===== src/rtl/instr_fetch_unit.sv =====
// -----------------------------------------------------------------------------
// instr_fetch_unit
//
// Purpose:
//   Sequential instruction fetcher over a small on-chip program memory of
//   17-bit words. A run begins at start_addr and issues one word per
//   unstalled cycle to downstream decode. It stops when the word at pc equals
//   HALT_WORD. The program memory is loaded through the prog_* port whenever
//   the unit is not fetching.
//
// Parameters:
//   DEPTH      number of 17-bit program words
//   HALT_WORD  encoding that terminates a run (never issued downstream)
//
// Ports:
//   clk          in   1   rising-edge clock
//   rst_n        in   1   asynchronous active-low reset
//   start        in   1   begin a run at start_addr (honoured in IDLE/HALT)
//   start_addr   in   7   first pc of a run (reduced modulo DEPTH)
//   stall        in   1   downstream not ready; freezes the fetch state
//   prog_we      in   1   program-load write enable (honoured in IDLE/HALT)
//   prog_addr    in   7   program-load address (reduced modulo DEPTH)
//   prog_data    in  17   program-load word
//   instruction  out 17   registered instruction {op,WA,RA1,RA2}
//   instr_valid  out  1   instruction carries an issued word
//   pc           out  7   address of the next word to fetch
//   halted       out  1   run ended on HALT_WORD
//   busy         out  1   run in progress
//   instr_count  out 16   words issued since the last start (saturating)
// -----------------------------------------------------------------------------
module instr_fetch_unit #(
  parameter int          DEPTH     = 128,
  parameter logic [16:0] HALT_WORD = 17'h1FFFF
) (
  input  logic        clk,
  input  logic        rst_n,
  input  logic        start,
  input  logic [6:0]  start_addr,
  input  logic        stall,
  input  logic        prog_we,
  input  logic [6:0]  prog_addr,
  input  logic [16:0] prog_data,
  output logic [16:0] instruction,
  output logic        instr_valid,
  output logic [6:0]  pc,
  output logic        halted,
  output logic        busy,
  output logic [15:0] instr_count
);

  typedef enum logic [1:0] {
    ST_IDLE  = 2'd0,
    ST_FETCH = 2'd1,
    ST_HALT  = 2'd2
  } state_t;

  // Reduce an externally supplied address into the implemented range.
  function automatic logic [6:0] wrap_addr(input logic [6:0] a);
    wrap_addr = 7'(32'(a) % DEPTH);
  endfunction

  // Saturating increment for the issue counter.
  function automatic logic [15:0] sat_inc(input logic [15:0] v);
    if (v == 16'hFFFF) begin
      sat_inc = v;
    end else begin
      sat_inc = v + 16'd1;
    end
  endfunction

  logic [16:0] r_mem [DEPTH];

  state_t      r_state;
  logic        r_primed;      // first FETCH cycle is a pipeline fill slot
  logic [6:0]  r_pc;
  logic [16:0] r_instr;
  logic        r_valid;
  logic        r_halted;
  logic        r_busy;
  logic [15:0] r_count;

  logic [16:0] w_rd_word;
  logic [6:0]  w_pc_next;
  logic        w_load_ok;

  assign w_rd_word = r_mem[r_pc];
  assign w_pc_next = (r_pc == 7'(DEPTH - 1)) ? 7'd0 : (r_pc + 7'd1);
  // Loads are locked out during a run so the stream being issued is stable.
  assign w_load_ok = prog_we && (r_state != ST_FETCH);

  // Program memory write port; contents deliberately survive reset.
  always_ff @(posedge clk) begin
    if (w_load_ok) begin
      r_mem[wrap_addr(prog_addr)] <= prog_data;
    end else begin
      r_mem[wrap_addr(prog_addr)] <= r_mem[wrap_addr(prog_addr)];
    end
  end

  // Fetch control FSM with all downstream outputs registered.
  always_ff @(posedge clk or negedge rst_n) begin
    if (!rst_n) begin
      r_state  <= ST_IDLE;
      r_primed <= 1'b0;
      r_pc     <= 7'd0;
      r_instr  <= 17'd0;
      r_valid  <= 1'b0;
      r_halted <= 1'b0;
      r_busy   <= 1'b0;
      r_count  <= 16'd0;
    end else begin
      case (r_state)
        ST_IDLE, ST_HALT: begin
          if (start) begin
            r_state  <= ST_FETCH;
            r_primed <= 1'b0;
            r_pc     <= wrap_addr(start_addr);
            r_count  <= 16'd0;
            r_valid  <= 1'b0;
            r_halted <= 1'b0;
            r_busy   <= 1'b1;
          end else begin
            r_state <= r_state;
          end
        end
        ST_FETCH: begin
          if (stall) begin
            // Everything holds; a presented word stays presented.
            r_state <= r_state;
          end else if (!r_primed) begin
            // Fill slot: gives the first issue a two-edge latency from start
            // and lets a same-edge load of start_addr be read back.
            r_primed <= 1'b1;
          end else if (w_rd_word == HALT_WORD) begin
            // pc stays on the halt word; last instruction stays visible.
            r_state  <= ST_HALT;
            r_valid  <= 1'b0;
            r_halted <= 1'b1;
            r_busy   <= 1'b0;
          end else begin
            r_instr <= w_rd_word;
            r_valid <= 1'b1;
            r_pc    <= w_pc_next;
            r_count <= sat_inc(r_count);
          end
        end
        default: begin
          r_state  <= ST_IDLE;
          r_primed <= 1'b0;
          r_valid  <= 1'b0;
          r_halted <= 1'b0;
          r_busy   <= 1'b0;
        end
      endcase
    end
  end

  assign instruction = r_instr;
  assign instr_valid = r_valid;
  assign pc          = r_pc;
  assign halted      = r_halted;
  assign busy        = r_busy;
  assign instr_count = r_count;

endmodule


===== config.mk =====
export PLATFORM = sky130hd
export DESIGN_NAME = instr_fetch_unit
export DESIGN_NICKNAME = d
export VERILOG_FILES = /design/src/rtl/instr_fetch_unit.sv
export SDC_FILE = /design/constraint.sdc
export NUM_CORES = 2
export LEC_CHECK = 0
export ABC_AREA = 1
export CAP_MARGIN = 20
export CORE_UTILIZATION = 32
export CTS_CLUSTER_SIZE = 20
export DETAILED_ROUTE_END_ITERATION = 7
export PLACE_DENSITY_LB_ADDON = 0.08
export SETUP_SLACK_MARGIN = 0.5
export SLEW_MARGIN = 20
export SYNTH_ARGS = -nofsm -noshare
export SYNTH_HDL_FRONTEND = slang
export SYNTH_SLANG_ARGS = --single-unit

===== constraint.sdc =====
create_clock -name clk -period 2.8 [get_ports clk]
set_clock_uncertainty 0.15 [all_clocks]
set_input_delay 0.84 -clock clk [delete_from_list [all_inputs] [get_ports clk]]
set_output_delay 0.84 -clock clk [all_outputs]
set_load 0.005 [all_outputs]

==> flow_metrics.py <==
metrics = {
    "status": {
        "status": "finished with violations",
        "violations": "setup timing",
    },
    "yosys": {
        "synth_xor_area_frac": 0.000853,
        "yosysUniqueCellTypes": 31,
        "syn_area_mm2": 0.0924,
        "synth_seq_cells": 2221,
        "yosysTopAreaCell": "edfxtp_1",
        "syn_inst": 8306,
        "synthSimpleGateAreaFrac": 0.176,
        "synth_top_family_by_area": "simple AND/OR/NAND/NOR gates",
        "synth-adder-area-share": 0.000271,
        "yosys-top-cells-area": "edfxtp_1 71%, nand2_1 7.9%, nor2_1 5.7%",
        "async_flop_share": 0.0203,
        "synth.area.mux_share": 0,
        "syn_nets": 8344,
        "synth_flop_cell": "edfxtp_1",
        "syn_avg_cell_area_um2": 11.1,
        "ys_warn_count": 0,
        "synth-compound-area-share": 0.0550,
        "synth_edf_count": 2176,
        "synth_seq_area_share": 0.719,
        "synth_top_area_share": 0.707,
    },
    "power": {
        "power_density_mw_per_mm2": 1030,
        "ir_drop_v": 0.000678,
        "p_leak_nw": 44.2,
    },
    "timing": {
        "rsz0062_at_grt": "true",
        "slew-limit-headroom": 0.426,
        "max_clock_freq_mhz": 269,
        "period_share": 1.33,
        "layout_setup_ws_ps": -912,
        "worst_slew_pin_slew_ps": 861,
        "hold_violations": 0,
        "setup_viol": 48,
        "post-route-min-period_ps": 3710,
        "drv_slew": 0,
    },
    "routing": {
        "viasPerCell": 4.93,
        "drtAntennaViolNets": 0,
        "drc_errors": 0,
        "via_count": 64300,
        "drt_wl_total_mm": 338,
        "initialDrtViolationCount": 5644,
        "drtPass1Iterations": 6,
        "wl_per_cell_um": 25.9,
    },
    "clock_tree": {
        "cts_made_buffers": 263,
        "cts_root_buf": "clkbuf_16",
        "clk_pin_slew_ps": 60,
        "cts_sinks": 2221,
        "clockBufferDepth": 4,
        "cts_tree": "done",
        "h-tree-depth": 5,
        "clock_latency_ps": 900,
    },
    "place": {
        "gp_congestion": 0.846,
        "port-buffer-count": 78,
        "dp_cells": 12400,
        "place_area_mm2": 0.105,
        "detailed_place_hpwl_mm": 206,
    },
    "worst_setup_path": {
        "crit_required_ps": 3450,
        "worstPathArrival_ps": 4360,
        "critical_path_peak_fanout": 7,
        "cp-start-kind": "register",
        "critical_path_class": "reg2reg",
        "crit_path_end_kind": "register",
    },
    "final_layout": {
        "nFillCells": 27100,
        "fin_nets": 9120,
        "stdcell_area_mm2": 0.117,
        "area.growth.synth_to_final_pct": 27.1,
        "layout-drive-gt1-share": 0.182,
        "fin_cells": 13000,
    },
    "floorplan": {
        "die_y_um": 539,
        "start_util": 0.323,
        "ios": 79,
        "fp-row-count": 196,
        "core_mm2": 0.286,
        "die_x_um": 539,
        "die_area_mm2": 0.291,
    },
    "global_routing": {
        "track_usage": 0.227,
        "grt_pass1_vias": 62300,
        "antenna_found_initial": 10,
        "grt_max_degree": 71,
        "grt_pass1_wl_mm": 477,
        "overflow": 0,
    },
    "run": {
        "maxCapViolations": 0,
    },
    "min_path": {
        "hp-class": "in2reg",
    },
}
[cell families (layout without fill, tap and decap cells)]
| family | after synthesis | in the layout |
|---|---|---|
| AND/OR/NAND/NOR | 4069 | 4071 |
| AO/OA/AOI/OAI | 953 | 953 |
| XOR/XNOR | 9 | 9 |
| adder cells (fa/ha/maj) | 2 | 2 |
| other | 0 | 7 |
| buffers and inverters | 1052 | 2016 |
| flip-flops | 2221 | 2221 |
[repair_timing]
item	4_1_cts	5_1_grt
buffers inserted	54	36
setup endpoints to repair	499	1186
pin swaps	60	31
hold buffers	1	0
endpoints found under the hold margin	16	0
cloned	38	9
gates resized for setup	466	201
[path summary, 6_finish.rpt]
| check | start | end | slack, ps | cells past startpoint |
|---|---|---|---|---|
| hold / removal | prog_data[10] | r_mem[5][10] | 190 | 1 |
| min in group asynchronous | rst_n | instr_count[6] | 330 | 2 |
| setup reg to reg | pc[0] | instruction[0] | -910 | 20 |
| setup / recovery | pc[0] | instruction[0] | -910 | 20 |
| max in group asynchronous | rst_n | pc[6] | 1480 | 3 |
| hold reg to reg | instruction[11] | instruction[11] | 320 | 2 |
[sequential cells by signal (all words and copies together) (netlist names)]
| register | count |
|---|---|
| busy | 1 |
| instr_valid | 1 |
| r_primed | 1 |
| instr_count | 16 |
| r_mem | 2176 |
| r_state | 2 |
| instruction | 17 |
| pc | 7 |
[cell usage after synthesis (3+ instances only)]
cell,n
clkbuf_1,185
inv_1,567
o21ai_1,19
dfrtp_1,45
o211ai_1,116
buf_2,186
nor2_1,1413
o22ai_1,14
nor3_1,4
a21oi_1,119
nand2_1,1933
nand4_1,32
clkinv_1,4
or2_2,16
o21ai_0,684
inv_2,4
buf_4,47
xnor2_1,3
xor2_1,6
edfxtp_1,2176
nand3_1,664
buf_1,45
buf_6,14
[through the flow]
| step | util | TNS (ps) | total power (W) | hold slack, ps | setup WS (ps) |
|---|---|---|---|---|---|
| after CTS | 0.407 | -37710 | 0.120 | 108 | -855 |
| after global routing | 0.410 | -43600 | 0.126 | 142 | -1020 |
| after floorplan | - | 0 | 0.0581 | 315 | 45.5 |
| after detailed placement | 0.368 | -466660 | 0.0806 | 313 | -1220 |
| final | 0.410 | -38200 | 0.120 | 185 | -912 |
| after global placement | 0.368 | -472560 | 0.0808 | 319 | -1280 |
[layout by cell type, fill, tap and decap left out, types with 14 or more instances in the layout]
cell / count
edfxtp_1: 2176
nand2_1: 1834
nor2_1: 1275
o21ai_0: 667
nand3_1: 584
inv_1: 555
buf_4: 472
buf_12: 293
clkbuf_16: 277
nor2_2: 117
o211ai_1: 116
a21oi_1: 100
nand2_2: 85
buf_6: 81
nand3_2: 63
clkbuf_1: 63
clkinv_1: 59
buf_16: 52
dfrtp_1: 35
o21ai_1: 34
nand4_1: 32
clkinv_2: 32
buf_2: 29
nor2_4: 22
nand3_4: 21
clkdlybuf4s50_1: 18
or2_2: 16
a21oi_2: 16
nand2_4: 14
bufinv_16: 14
[layer usage]
layer | vias up | global-route usage | wire, um
met3 | 430 | 0.0267 | 16900
met1 | 32300 | 0.320 | 153000
met4 | 0 | 0.0632 | 9870
met2 | 1738 | 0.368 | 157000
met5 | - | 0 | 0
li1 | 29800 | - | -
[cell type report]
type,instances,area (um^2),share of cell area
sequential,2221,66500,0.566
multi-input combinational,5035,22900,0.195
timing repair buffer,986,13000,0.110
clock buffer,330,6920,0.0589
tap,3762,4710,0.0401
inverter,575,2220,0.0189
clock inverter,125,1170,0.00997
antenna,7,17.5,0.000149
[worst max-delay path, stage by stage (launching register included)]
cell and delay, ps:
dfrtp_4 490, buf_12 140, clkinv_16 90, buf_12 160
buf_12 130, bufbuf_16 270, o21ai_0 200, nand3_1 220
nand3_1 180, a21oi_1 80, buf_4 160, nor2_4 210
nand2_1 80, nand2_1 100, buf_4 140, nor2_4 40
nand2_1 70, nor2_2 50, nand3_4 110, nand4_1 370
nand2_1 190
[power breakdown]
part	leakage (nW)	total [W]	internal [W]	switching [W]
sequential	20.1	0.0372	0.0368	0.000345
clock	3.94	0.0331	0.0189	0.0142
combinational	20.1	0.0502	0.0188	0.0314
total	44.2	0.120	0.0745	0.0460
Note: power is estimated with default switching activity, not from simulation.
